**src/rtl/uart_fir_pkg.sv**
```systemverilog
// Shared types and elaboration helpers for the UART <-> FIR sequencer.
package uart_fir_pkg;

    typedef enum logic [1:0] {
        IDLE    = 2'd0,
        SEND    = 2'd1,
        WAIT_HI = 2'd2,
        WAIT_LO = 2'd3
    } tx_state_e;

    function automatic int unsigned byte_count(input int unsigned width);
        return width / 8;
    endfunction

    function automatic bit width_legal(input int unsigned width);
        return (width % 8 == 0) && (width >= 8) && (width <= 32);
    endfunction

endpackage

```
**src/rtl/uart_fir_tx_seq.sv**
```systemverilog
// Serializes one FIR result LSB-byte-first into the UART transmitter via start/busy pulses.
module uart_fir_tx_seq
    import uart_fir_pkg::*;
#(
    parameter int unsigned OUT_W = 24
) (
    input  logic             clk,
    input  logic             rst,
    input  logic             fir_out_valid,
    output logic             fir_out_ready,
    input  logic [OUT_W-1:0] fir_out_data,
    output logic             tx_start,
    output logic [7:0]       tx_data,
    input  logic             tx_busy,
    output logic             active
);

    localparam int unsigned OUT_BYTES = byte_count(OUT_W);
    localparam logic [1:0]  LAST_IDX  = 2'(OUT_BYTES - 1);

    tx_state_e        state_q;
    logic [OUT_W-1:0] shift_q;
    logic [1:0]       idx_q;
    logic             ready_q;
    logic             start_q;
    logic [7:0]       data_q;

    always_ff @(posedge clk) begin
        if (!rst) begin
            state_q <= IDLE;
            shift_q <= '0;
            idx_q   <= '0;
            ready_q <= 1'b0;
            start_q <= 1'b0;
            data_q  <= '0;
        end else begin
            start_q <= 1'b0;
            case (state_q)
                IDLE: begin
                    if (fir_out_valid && ready_q) begin
                        ready_q <= 1'b0;
                        idx_q   <= '0;
                        // Launch byte 0 straight from IDLE so tx_start follows the handshake by one cycle.
                        if (!tx_busy) begin
                            start_q <= 1'b1;
                            data_q  <= fir_out_data[7:0];
                            shift_q <= fir_out_data >> 8;
                            state_q <= WAIT_HI;
                        end else begin
                            shift_q <= fir_out_data;
                            state_q <= SEND;
                        end
                    end else begin
                        ready_q <= 1'b1;
                    end
                end
                SEND: begin
                    if (!tx_busy) begin
                        start_q <= 1'b1;
                        data_q  <= shift_q[7:0];
                        shift_q <= shift_q >> 8;
                        state_q <= WAIT_HI;
                    end
                end
                WAIT_HI: begin
                    if (tx_busy) state_q <= WAIT_LO;
                end
                WAIT_LO: begin
                    if (!tx_busy) begin
                        if (idx_q == LAST_IDX) begin
                            ready_q <= 1'b1;
                            state_q <= IDLE;
                        end else begin
                            idx_q   <= idx_q + 2'd1;
                            state_q <= SEND;
                        end
                    end
                end
                default: state_q <= IDLE;
            endcase
        end
    end

    assign fir_out_ready = ready_q;
    assign tx_start      = start_q;
    assign tx_data       = data_q;
    assign active        = (state_q != IDLE);

endmodule

```
**src/rtl/uart_fir_ctrl.sv**
```systemverilog
// Assembles RX bytes into FIR samples and forwards FIR results to the TX sequencer.
// Optional overrun status ports are enabled by defining UART_FIR_CTRL_OVR_EN.
module uart_fir_ctrl
    import uart_fir_pkg::*;
#(
    parameter int unsigned IN_W  = 16,
    parameter int unsigned OUT_W = 24
) (
    input  logic             clk,
    input  logic             rst,
    input  logic             rx_data_ready,
    input  logic [7:0]       rx_data,
    output logic             fir_in_valid,
    input  logic             fir_in_ready,
    output logic [IN_W-1:0]  fir_in_data,
    input  logic             fir_out_valid,
    output logic             fir_out_ready,
    input  logic [OUT_W-1:0] fir_out_data,
    output logic             tx_start,
    output logic [7:0]       tx_data,
    input  logic             tx_busy,
    output logic             busy
`ifdef UART_FIR_CTRL_OVR_EN
    ,
    output logic             ovr_flag,
    output logic [7:0]       ovr_cnt
`endif
);

    localparam int unsigned IN_BYTES  = byte_count(IN_W);
    localparam logic [1:0]  LAST_LANE = 2'(IN_BYTES - 1);

    if (!width_legal(IN_W) || !width_legal(OUT_W)) begin : g_width_check
        $error("uart_fir_ctrl: IN_W and OUT_W must be multiples of 8 within 8..32");
    end

    logic [1:0]      cnt_q, cnt_d;
    logic [IN_W-1:0] asm_q, asm_d;
    logic [IN_W-1:0] hold_q;
    logic            hold_valid_q;
    logic            complete, drain, load;
    logic            tx_active;

    always_comb begin
        asm_d = asm_q;
        cnt_d = cnt_q;
        if (rx_data_ready) begin
            for (int unsigned i = 0; i < IN_BYTES; i++) begin
                if (cnt_q == 2'(i)) asm_d[i*8 +: 8] = rx_data;
            end
            cnt_d = (cnt_q == LAST_LANE) ? '0 : cnt_q + 2'd1;
        end
    end

    assign complete = rx_data_ready && (cnt_q == LAST_LANE);
    assign drain    = hold_valid_q && fir_in_ready;
    assign load     = complete && (!hold_valid_q || drain);

    always_ff @(posedge clk) begin
        if (!rst) begin
            cnt_q        <= '0;
            asm_q        <= '0;
            hold_q       <= '0;
            hold_valid_q <= 1'b0;
        end else begin
            cnt_q <= cnt_d;
            asm_q <= asm_d;
            if (load) begin
                hold_q       <= asm_d;
                hold_valid_q <= 1'b1;
            end else if (drain) begin
                hold_valid_q <= 1'b0;
            end
        end
    end

`ifdef UART_FIR_CTRL_OVR_EN
    logic       overrun;
    logic       ovr_flag_q;
    logic [7:0] ovr_cnt_q;

    assign overrun = complete && hold_valid_q && !fir_in_ready;

    always_ff @(posedge clk) begin
        if (!rst) begin
            ovr_flag_q <= 1'b0;
            ovr_cnt_q  <= '0;
        end else if (overrun) begin
            ovr_flag_q <= 1'b1;
            if (ovr_cnt_q != '1) ovr_cnt_q <= ovr_cnt_q + 8'd1;
        end
    end

    assign ovr_flag = ovr_flag_q;
    assign ovr_cnt  = ovr_cnt_q;
`endif

    uart_fir_tx_seq #(
        .OUT_W(OUT_W)
    ) u_tx_seq (
        .clk          (clk),
        .rst          (rst),
        .fir_out_valid(fir_out_valid),
        .fir_out_ready(fir_out_ready),
        .fir_out_data (fir_out_data),
        .tx_start     (tx_start),
        .tx_data      (tx_data),
        .tx_busy      (tx_busy),
        .active       (tx_active)
    );

    assign fir_in_valid = hold_valid_q;
    assign fir_in_data  = hold_q;
    assign busy         = (cnt_q != '0) || hold_valid_q || tx_active;

endmodule

```
**config.mk**
```make
export PLATFORM = sky130hd
export DESIGN_NAME = uart_fir_ctrl
export DESIGN_NICKNAME = d
export VERILOG_FILES = /design/src/rtl/uart_fir_pkg.sv /design/src/rtl/uart_fir_tx_seq.sv /design/src/rtl/uart_fir_ctrl.sv
export SDC_FILE = /design/constraint.sdc
export NUM_CORES = 1
export LEC_CHECK = 0
export ABC_AREA = 1
export CAP_MARGIN = 10
export CELL_PAD_IN_SITES_DETAIL_PLACEMENT = 0
export CELL_PAD_IN_SITES_GLOBAL_PLACEMENT = 1
export CORE_MARGIN = 10
export CORE_UTILIZATION = 39
export CTS_CLUSTER_SIZE = 12
export DETAILED_ROUTE_END_ITERATION = 8
export PLACE_DENSITY_LB_ADDON = 0.1
export SLEW_MARGIN = 20
export SYNTH_ARGS = -nofsm -noshare
export SYNTH_HDL_FRONTEND = slang
export SYNTH_HIERARCHICAL = 1
export SYNTH_SLANG_ARGS = --single-unit
```
**constraint.sdc**
```tcl
create_clock -name clk -period 3.58 [get_ports clk]
set_clock_uncertainty 0.05 [all_clocks]
set_input_delay 0.537 -clock clk [delete_from_list [all_inputs] [get_ports clk]]
set_output_delay 0.537 -clock clk [all_outputs]
set_load 0.01 [all_outputs]
```
# Word level (Yosys, flattened, before mapping)
# Cells that the tools add are included.
# classes
order_cmp	0
reduce_logical	20
n_div	0
n_mul	0
bitwise	0
n_shift	0
muxes	32
add_sub_neg	2
eq_ne	12
# ops
op	count
$mux W24	3
$pmux W24 S2	1
$mux W8	5
$mux W2	9
$mux W16	1
$pmux W8 S2	1
$reduce_and A4 Y1	3
$ne A2 B2 Y1 const B	5
$reduce_bool A2 Y1	5
$mux W1	8
$pmux W2 S4	1
$eq A2 B2 Y1 const B	3
$reduce_and A3 Y1	2
$add A2 B1 Y2 const B	2
$eq A2 B1 Y1 const B	2
$logic_and A1 B1 Y1	4
$logic_not A2 Y1	2
$ne A2 B1 Y1 const B	2
$pmux W1 S2	2
$pmux W2 S2	1
$logic_or A1 B1 Y1	3
$logic_not A1 Y1	1
# word_totals
elab_cells	76
memories	0
mem_bits_rw	0
latch_bits	0
register_bits	73
rom_bits	0
in_bits	38
out_inout_bits	28

# Logic depth before layout (Yosys ltp)
# Gate-level depths: netlist (run 1).
# logic_depth
depth_word	4
mapped_depth	10

# Cells and area by module
# Netlist (run 1), hierarchy kept.
# by_module_without_submodules
module	area_each_um2	n_inst	cells_per_inst	seq_area_each_um2
uart_fir_tx_seq	2143.3	1	347	760.7
uart_fir_ctrl	1461.4	1	205	700.7

# Least setup slack after synthesis (run 1)
# Ideal clock, no wire load.
# synth_path
kind	reg-to-reg
start	reg u_tx_seq.state_q[1]
end	reg u_tx_seq.data_q[4], in the netlist u_tx_seq/tx_data[4]
t_arrival_ps	1360
path_slack_ps	2053
period_less_slack_ps	1527
required_ps	3413
path_stages_with_launch	9
cell_sequence	dfxtp_1 -> inv_1 -> ha_1 -> buf_6 -> inv_2 -> clkbuf_1 -> o21ai_0 -> o21ai_0 -> nor2_1
# synth_via
elab_chain_len	3
# synth_rtl
element	line_no	source
start, declared	uart_fir_tx_seq.sv:21	tx_state_e state_q;
start signal, assigned	uart_fir_tx_seq.sv:30	state_q <= IDLE;
start signal, assigned	uart_fir_tx_seq.sv:48	state_q <= WAIT_HI;
start signal, assigned	uart_fir_tx_seq.sv:51	state_q <= SEND;
$eq A2 B1 Y1 / $logic_not A2 Y1 (equally long branches)	uart_fir_tx_seq.sv:38	case (state_q)
$ne A2 B2 Y1 (no line), or another cell as far along	-	
$reduce_and A4 Y1 (no line)	-	
end signal, assigned	uart_fir_tx_seq.sv:46	data_q <= fir_out_data[7:0];
end signal, assigned	uart_fir_tx_seq.sv:60	data_q <= shift_q[7:0];
end, declared	uart_fir_tx_seq.sv:26	logic [7:0] data_q;
# Parallel ways exist; a longest one is shown, timed or not.
# A chain may end at the register's enable or synchronous reset.

# Final worst setup path (run 1)
# layout_path
start	reg u_tx_seq.state_q[0]
end	out busy
# layout_via
elab_chain_len	2
# layout_rtl
element	line_no	source
$reduce_bool A2 Y1	uart_fir_tx_seq.sv:87	assign active = (state_q != IDLE);
net tx_active	uart_fir_ctrl.sv:42	logic tx_active;
$logic_or A1 B1 Y1	uart_fir_ctrl.sv:114	assign busy = (cnt_q != '0) || hold_valid_q || tx_active;
end, declared	uart_fir_ctrl.sv:22	output logic busy
# The timed path passes the listed nets, and every way through them passes these cells.

==> flow_summary.yaml, run 1 <==
floorplanning:
  dieArea_sq_mm: 0.01349
  rows: 35
  core_sq_mm: 0.009109
  start_util_pct: 39.57
  pin_count: 66
  die_h_um: 116.1
  die_x_um: 116.1
detailed_routing:
  dr.pass1.iters: 4
  ant_nets: 0
  avgViaCountPerCell: 4.613
  num_vias: 3317
  drc: 0
  wl_per_cell_um: 12.27
  drt_iter0_drc: 215
  wl_mm: 8.820
job:
  maxCapViolations: 0
power:
  seq_power_share_pct: 37.0
  clkPwrFrac_pct: 23.0
  intPower_mw: 1.748
  leakage_nw: 2.070
  powerDensity_mw_per_mm2: 637.5
  power_switching_mw: 1.074
  ir_drop_v: 0.0002981
  pwr-share-comb_pct: 40.0
  swShare_pct: 38.07
sta:
  finalSetupViolCount: 0
  slew_headroom_pct: 54.60
  rsz0062_at_grt: "no"
  max_freq_mhz: 418.8
  tightest_slew_ps: 678.9
  slew_viol_final: 0
  fin_hold_ws_ps: 422.1
  timing.final.crit_share_pct: 66.70
  tns_ps: 0
  hold_violations: 0
  period_needed_ps: 2388
place:
  hpwl_mm: 5.989
  gp_congestion: 0.7481
  numPortBuffers: 65
clock_tree:
  clk_latency_ps: 350
  post_cts_buffers: 0
  hold_buffers: 0
  ctsLongestPathBuffers: 2
  clkTransAtPathRegs_ps: 80
  numCtsBuffers: 9
  cts-root-buf: "clkbuf_8"
  cts_tree: "built"
  clock_sinks: 73
  cts.htree.levels: 3
  cts_resized: 0
yosys:
  synthDistinctLibCells: 24
  avgSynthCellArea_sq_um: 6.530
  synth_area_leaders: "dfxtp_1, nand2_1, nor2_1, a21oi_1, inv_1"
  yosysWarnings: 6
  syn_area_sq_mm: 0.003605
  synth_top_area_cell: "dfxtp_1"
  synth_top_area_share_pct: 40.54
  synth_nets: 596
  syn_inst: 552
  ys_ff_latch: 73
  yosysSeqAreaShare_pct: 40.54
run_status:
  outcome: "finished, final reports clean"
global_routing:
  grt_pass1_vias: 3078
  grt_pass1_wl_mm: 14.75
  gr-max-usage-layer: "met2"
  antenna_found_initial: 0
  grt.total_usage_pct: 13.54
  grt_max_degree: 56
  grt.met3_usage_pct: 4.571
  grt_use_met2_pct: 22.22
  grt_overflow: 0
  met1_usage_pct: 16.62
finish:
  syn_to_final_growth_pct: 22.80
  num_antenna_cells: 0
  drive_gt1_share_pct: 5.099
  nNetsFinal: 647
  final_common_cell: "nand2_1"
  layout_common_cells: "nand2_1, nor2_1, dfxtp_1"
critical_path:
  worstPathArrival_ps: 1800
  crit_path_end_kind: "primary output"
  cp_max_fo: 4
  reg2reg_depth: 10
  path_class: "flop to primary output"
  setup.worst_path.start_class: "flop"
  crit_required_ps: 2990
min_path:
  hold_path_class: "flop to flop"
  whs_path_depth: 2
[registers in the layout, summed over array words and instances, names as in the netlist, 2 cells and up]
signal	cells
u_tx_seq/tx_data	8
u_tx_seq/shift_q	24
asm_q	16
fir_in_data	16
u_tx_seq/idx_q	2
cnt_q	2
u_tx_seq/state_q	2
[routing by layer]
| layer | part of all wire [%] | routed length (um) |
|---|---|---|
| met5 | 0 | 0 |
| met4 | 0.82 | 72 |
| met3 | 5.0 | 437 |
| met2 | 48 | 4219 |
| met1 | 46 | 4091 |
[worst paths after layout]
path	start	endpoint	slack [ps]
worst min register to register	asm_q[6]	asm_q[6]	420
worst min-delay path	asm_q[6]	asm_q[6]	420
worst max-delay path	u_tx_seq/state_q[0]	busy	1190
worst max register to register	u_tx_seq/state_q[1]	u_tx_seq/shift_q[10]	1530
[through the flow]
stage	std cells	area [sq um]	worst slack, ps	power [mW]	utilization, %
after global placement	703	4232	1160	2.189	46.46
final	719	4427	1192	2.822	48.60
after global routing	719	4427	1020	3.084	48.60
after CTS	719	4427	1138	2.866	48.60
after floorplan	552	3605	2053	1.935	-
after detailed placement	703	4232	1141	2.203	46.46
[area by class of cell]
| class | count | area [sq um] |
|---|---|---|
| multi-input combinational | 394 | 1742 |
| inverter | 55 | 206.4 |
| clock inverter | 6 | 67.56 |
| sequential | 73 | 1461 |
| tap | 111 | 138.9 |
| fill | 977 | 4682 |
| clock buffer | 10 | 127.6 |
| timing repair buffer | 70 | 683.2 |
[logic make-up after synthesis]
kind of cell | after synthesis | synth area share (%)
buf+inv | 85 | 11.14
fa+ha+maj | 6 | 2.083
compound gates | 70 | 10.20
simple gates | 318 | 36.03
flops | 73 | 40.54
[worst max-delay path, stage by stage, from the launching register on]
cell and delay [ps]:
dfxtp_1 380, inv_1 100, ha_1 220, inv_1 110
nor2_1 50, nand2_1 70, clkdlybuf4s50_1 530
[synthesized netlist by cell type]
cell,count
nand2_1,197
nor2_1,77
dfxtp_1,73
inv_1,50
a21oi_1,42
nand3_1,27
o21ai_0,17
buf_2,9
clkbuf_1,9
nand4_1,9
a31oi_1,8
buf_6,7
ha_1,6
buf_4,5
inv_2,4
nand3_4,2
nor3_1,2
o21bai_1,2
clkinv_1,1
nand2_2,1
nand3_2,1
nor2_4,1
o21a_1,1
or2_2,1
[power by group through the flow]
stage	Combinational, mW	Clock, mW	Sequential [mW]
after floorplan	0.862	0	1.07
after global placement	1.13	0	1.06
after detailed placement	1.14	0	1.06
after CTS	1.14	0.675	1.05
after global routing	1.31	0.713	1.06
final	1.13	0.648	1.04
(Power assumes the default switching activity.)
==> inputs of run 2 (changes only) <==
--- a/config.mk
+++ b/config.mk
@@ -10,7 +10,7 @@
 export CELL_PAD_IN_SITES_DETAIL_PLACEMENT = 0
 export CELL_PAD_IN_SITES_GLOBAL_PLACEMENT = 1
 export CORE_MARGIN = 10
-export CORE_UTILIZATION = 39
+export CORE_UTILIZATION = 33
 export CTS_CLUSTER_SIZE = 12
 export DETAILED_ROUTE_END_ITERATION = 8
 export PLACE_DENSITY_LB_ADDON = 0.1
==> constraint.sdc (replaced) <==
create_clock -name clk -period 2 [get_ports clk]
set_clock_uncertainty 0.05 [all_clocks]
set_input_delay 0.3 -clock clk [delete_from_list [all_inputs] [get_ports clk]]
set_output_delay 0.3 -clock clk [all_outputs]
set_load 0.01 [all_outputs]
==> flow_summary.yaml, run 2 (synthesis gave the netlist of run 1 again) <==
run_status:
  outcome: "finished, final reports clean"
floorplanning:
  dieArea_sq_mm: 0.01550
  rows: 38
  die_x_um: 124.5
  pin_count: 66
  die_h_um: 124.5
  start_util_pct: 33.55
  core_sq_mm: 0.01075
critical_path:
  cp_top_family: "buffers and inverters"
  rrSetupSlack_ps: 290
  crit_path_frequent_cell: "inv_1"
  slowest_delay_ps: 380
  worstPathArrival_ps: 1490
  reg2reg_depth: 7
  setup.worst_path.start_class: "flop"
  crit_required_ps: 1650
  path_cells: "inv_1 -> ha_1 -> inv_1 -> nor2_1 -> nand2_1 -> dlygate4sd2_1"
  cp_max_fo: 4
  r2r_end: "u_tx_seq/tx_data[0]"
  path_buf_inv: 3
  crit_path_end_kind: "primary output"
  path_class: "flop to primary output"
  timing.rr.start: "u_tx_seq/state_q[1]"
  cp_slowest_cell: "dfxtp_1"
power:
  swShare_pct: 36.06
  pwr-share-comb_pct: 39.3
  intPower_mw: 3.441
  seq_power_share_pct: 34.6
  power_switching_mw: 1.941
  ir_drop_v: 0.0007336
  powerDensity_mw_per_mm2: 1175
  leakage_nw: 2.134
  clkPwrFrac_pct: 26.1
sta:
  hold_violations: 0
  timing.final.crit_share_pct: 92.07
  slew_viol_final: 0
  slew_headroom_pct: 59.63
  tns_ps: 0
  tightest_slew_ps: 603.3
  max_freq_mhz: 543.1
  finalSetupViolCount: 0
  period_needed_ps: 1841
  rsz0062_at_grt: "no"
finish:
  layout_common_cells: "nand2_1, nor2_1, dfxtp_1"
  nNetsFinal: 653
  num_antenna_cells: 0
  final_common_cell: "nand2_1"
  final_cells: 754
  fin_area_sq_mm: 0.004581
  regMostFlops: "u_tx_seq/shift_q"
  drive_gt1_share_pct: 6.189
  syn_to_final_growth_pct: 27.07
  largest_reg_flops: 24
  fill_cells: 1211
  multiInputGateArea_sq_mm: 0.001742
  ff_latch_area_sq_mm: 0.001463
clock_tree:
  clock_sinks: 73
  hold_buffers: 0
  cts_tree: "built"
  numCtsBuffers: 9
  cts-root-buf: "clkbuf_8"
  clk_latency_ps: 340
  ctsLongestPathBuffers: 2
  clkTransAtPathRegs_ps: 80
  cts.htree.levels: 3
global_routing:
  antenna_found_initial: 0
  grt_pass1_wl_mm: 15.97
  grt_pass1_vias: 3223
  grt_overflow: 0
  grt_max_degree: 56
  grt.total_usage_pct: 12.24
min_path:
  whs_path_depth: 4
  hold_path_class: "input pin to flop"
  min-delay-start: "rst"
  min_to: "fir_in_data[6]"
job:
  maxCapViolations: 0
detailed_routing:
  ant_nets: 0
  wl_mm: 9.427
  drt_iter0_drc: 269
  wl_per_cell_um: 12.50
  num_vias: 3387
  avgViaCountPerCell: 4.492
  drc: 0
  dr.pass1.iters: 5
place:
  gp_congestion: 0.8028
  hpwl_mm: 6.577
  numPortBuffers: 65
  place_inst: 738
  place_area_sq_mm: 0.004338
==> run 2: worst register-to-register path, delay by kind of cell, from the launching register on <==
kind	cells	cell delay, ps
AO/OA/AOI/OAI	2	380
flip-flops	1	380
adder cells (fa/ha/maj)	1	240
buffers and inverters	3	500
AND/OR/NAND/NOR	1	50
==> run 2: worst max path at each step <==
stage                              startpoint                   end  cells after the start
final                     u_tx_seq/state_q[1]                  busy                      6
after global routing      u_tx_seq/state_q[0]                  busy                      6
after CTS                 u_tx_seq/state_q[1]                  busy                      6
after detailed placement              tx_busy  u_tx_seq/shift_q[17]                      5
after global placement          fir_out_valid   u_tx_seq/tx_data[1]                      6
after floorplan           u_tx_seq/state_q[1]   u_tx_seq/tx_data[4]                      8
==> run 2: layout make-up <==
class | count | area share (%)
Tap cell | 140 | 3.824
Timing Repair Buffer | 76 | 16.42
Multi-Input combinational cell | 394 | 38.02
Clock buffer | 10 | 2.786
Sequential cell | 73 | 31.93
Inverter | 55 | 4.507
Clock inverter | 6 | 2.513
==> run 2: what timing repair did <==
item | in CTS | in global routing
setup endpoints to repair | 1 | 0
buffers inserted | 0 | 0
resized for setup | 2 | 0
==> run 2: per-layer routing <==
| layer | track usage (%) | wire, um |
|---|---|---|
| met1 | 14.32 | 4357 |
| met2 | 20.91 | 4572 |
| met3 | 4.043 | 412 |
| met4 | 3.153 | 84 |
| met5 | 0 | 0 |
==> run 2: metrics by stage <==
step	setup WS, ps	utilization, %	power (mW)	hold slack, ps
6_report	158.6	42.63	5.382	386.7
4_1_cts	136.8	42.63	5.469	379.0
5_1_grt	26.67	42.63	5.888	382.8
2_1_floorplan	473.3	-	3.463	387.7
3_5_place_dp	186.6	40.37	4.042	412.2
3_3_place_gp	195.4	40.37	4.025	406.7
==> run 2: power groups by stage <==
stage                     Sequential, mW  Clock [mW]  Combinational (mW)
final                               1.86        1.40                2.11
after global routing                1.90        1.52                2.47
after CTS                           1.87        1.46                2.14
after detailed placement            1.90           0                2.14
after global placement              1.89           0                2.13
after floorplan                     1.92           0                1.54
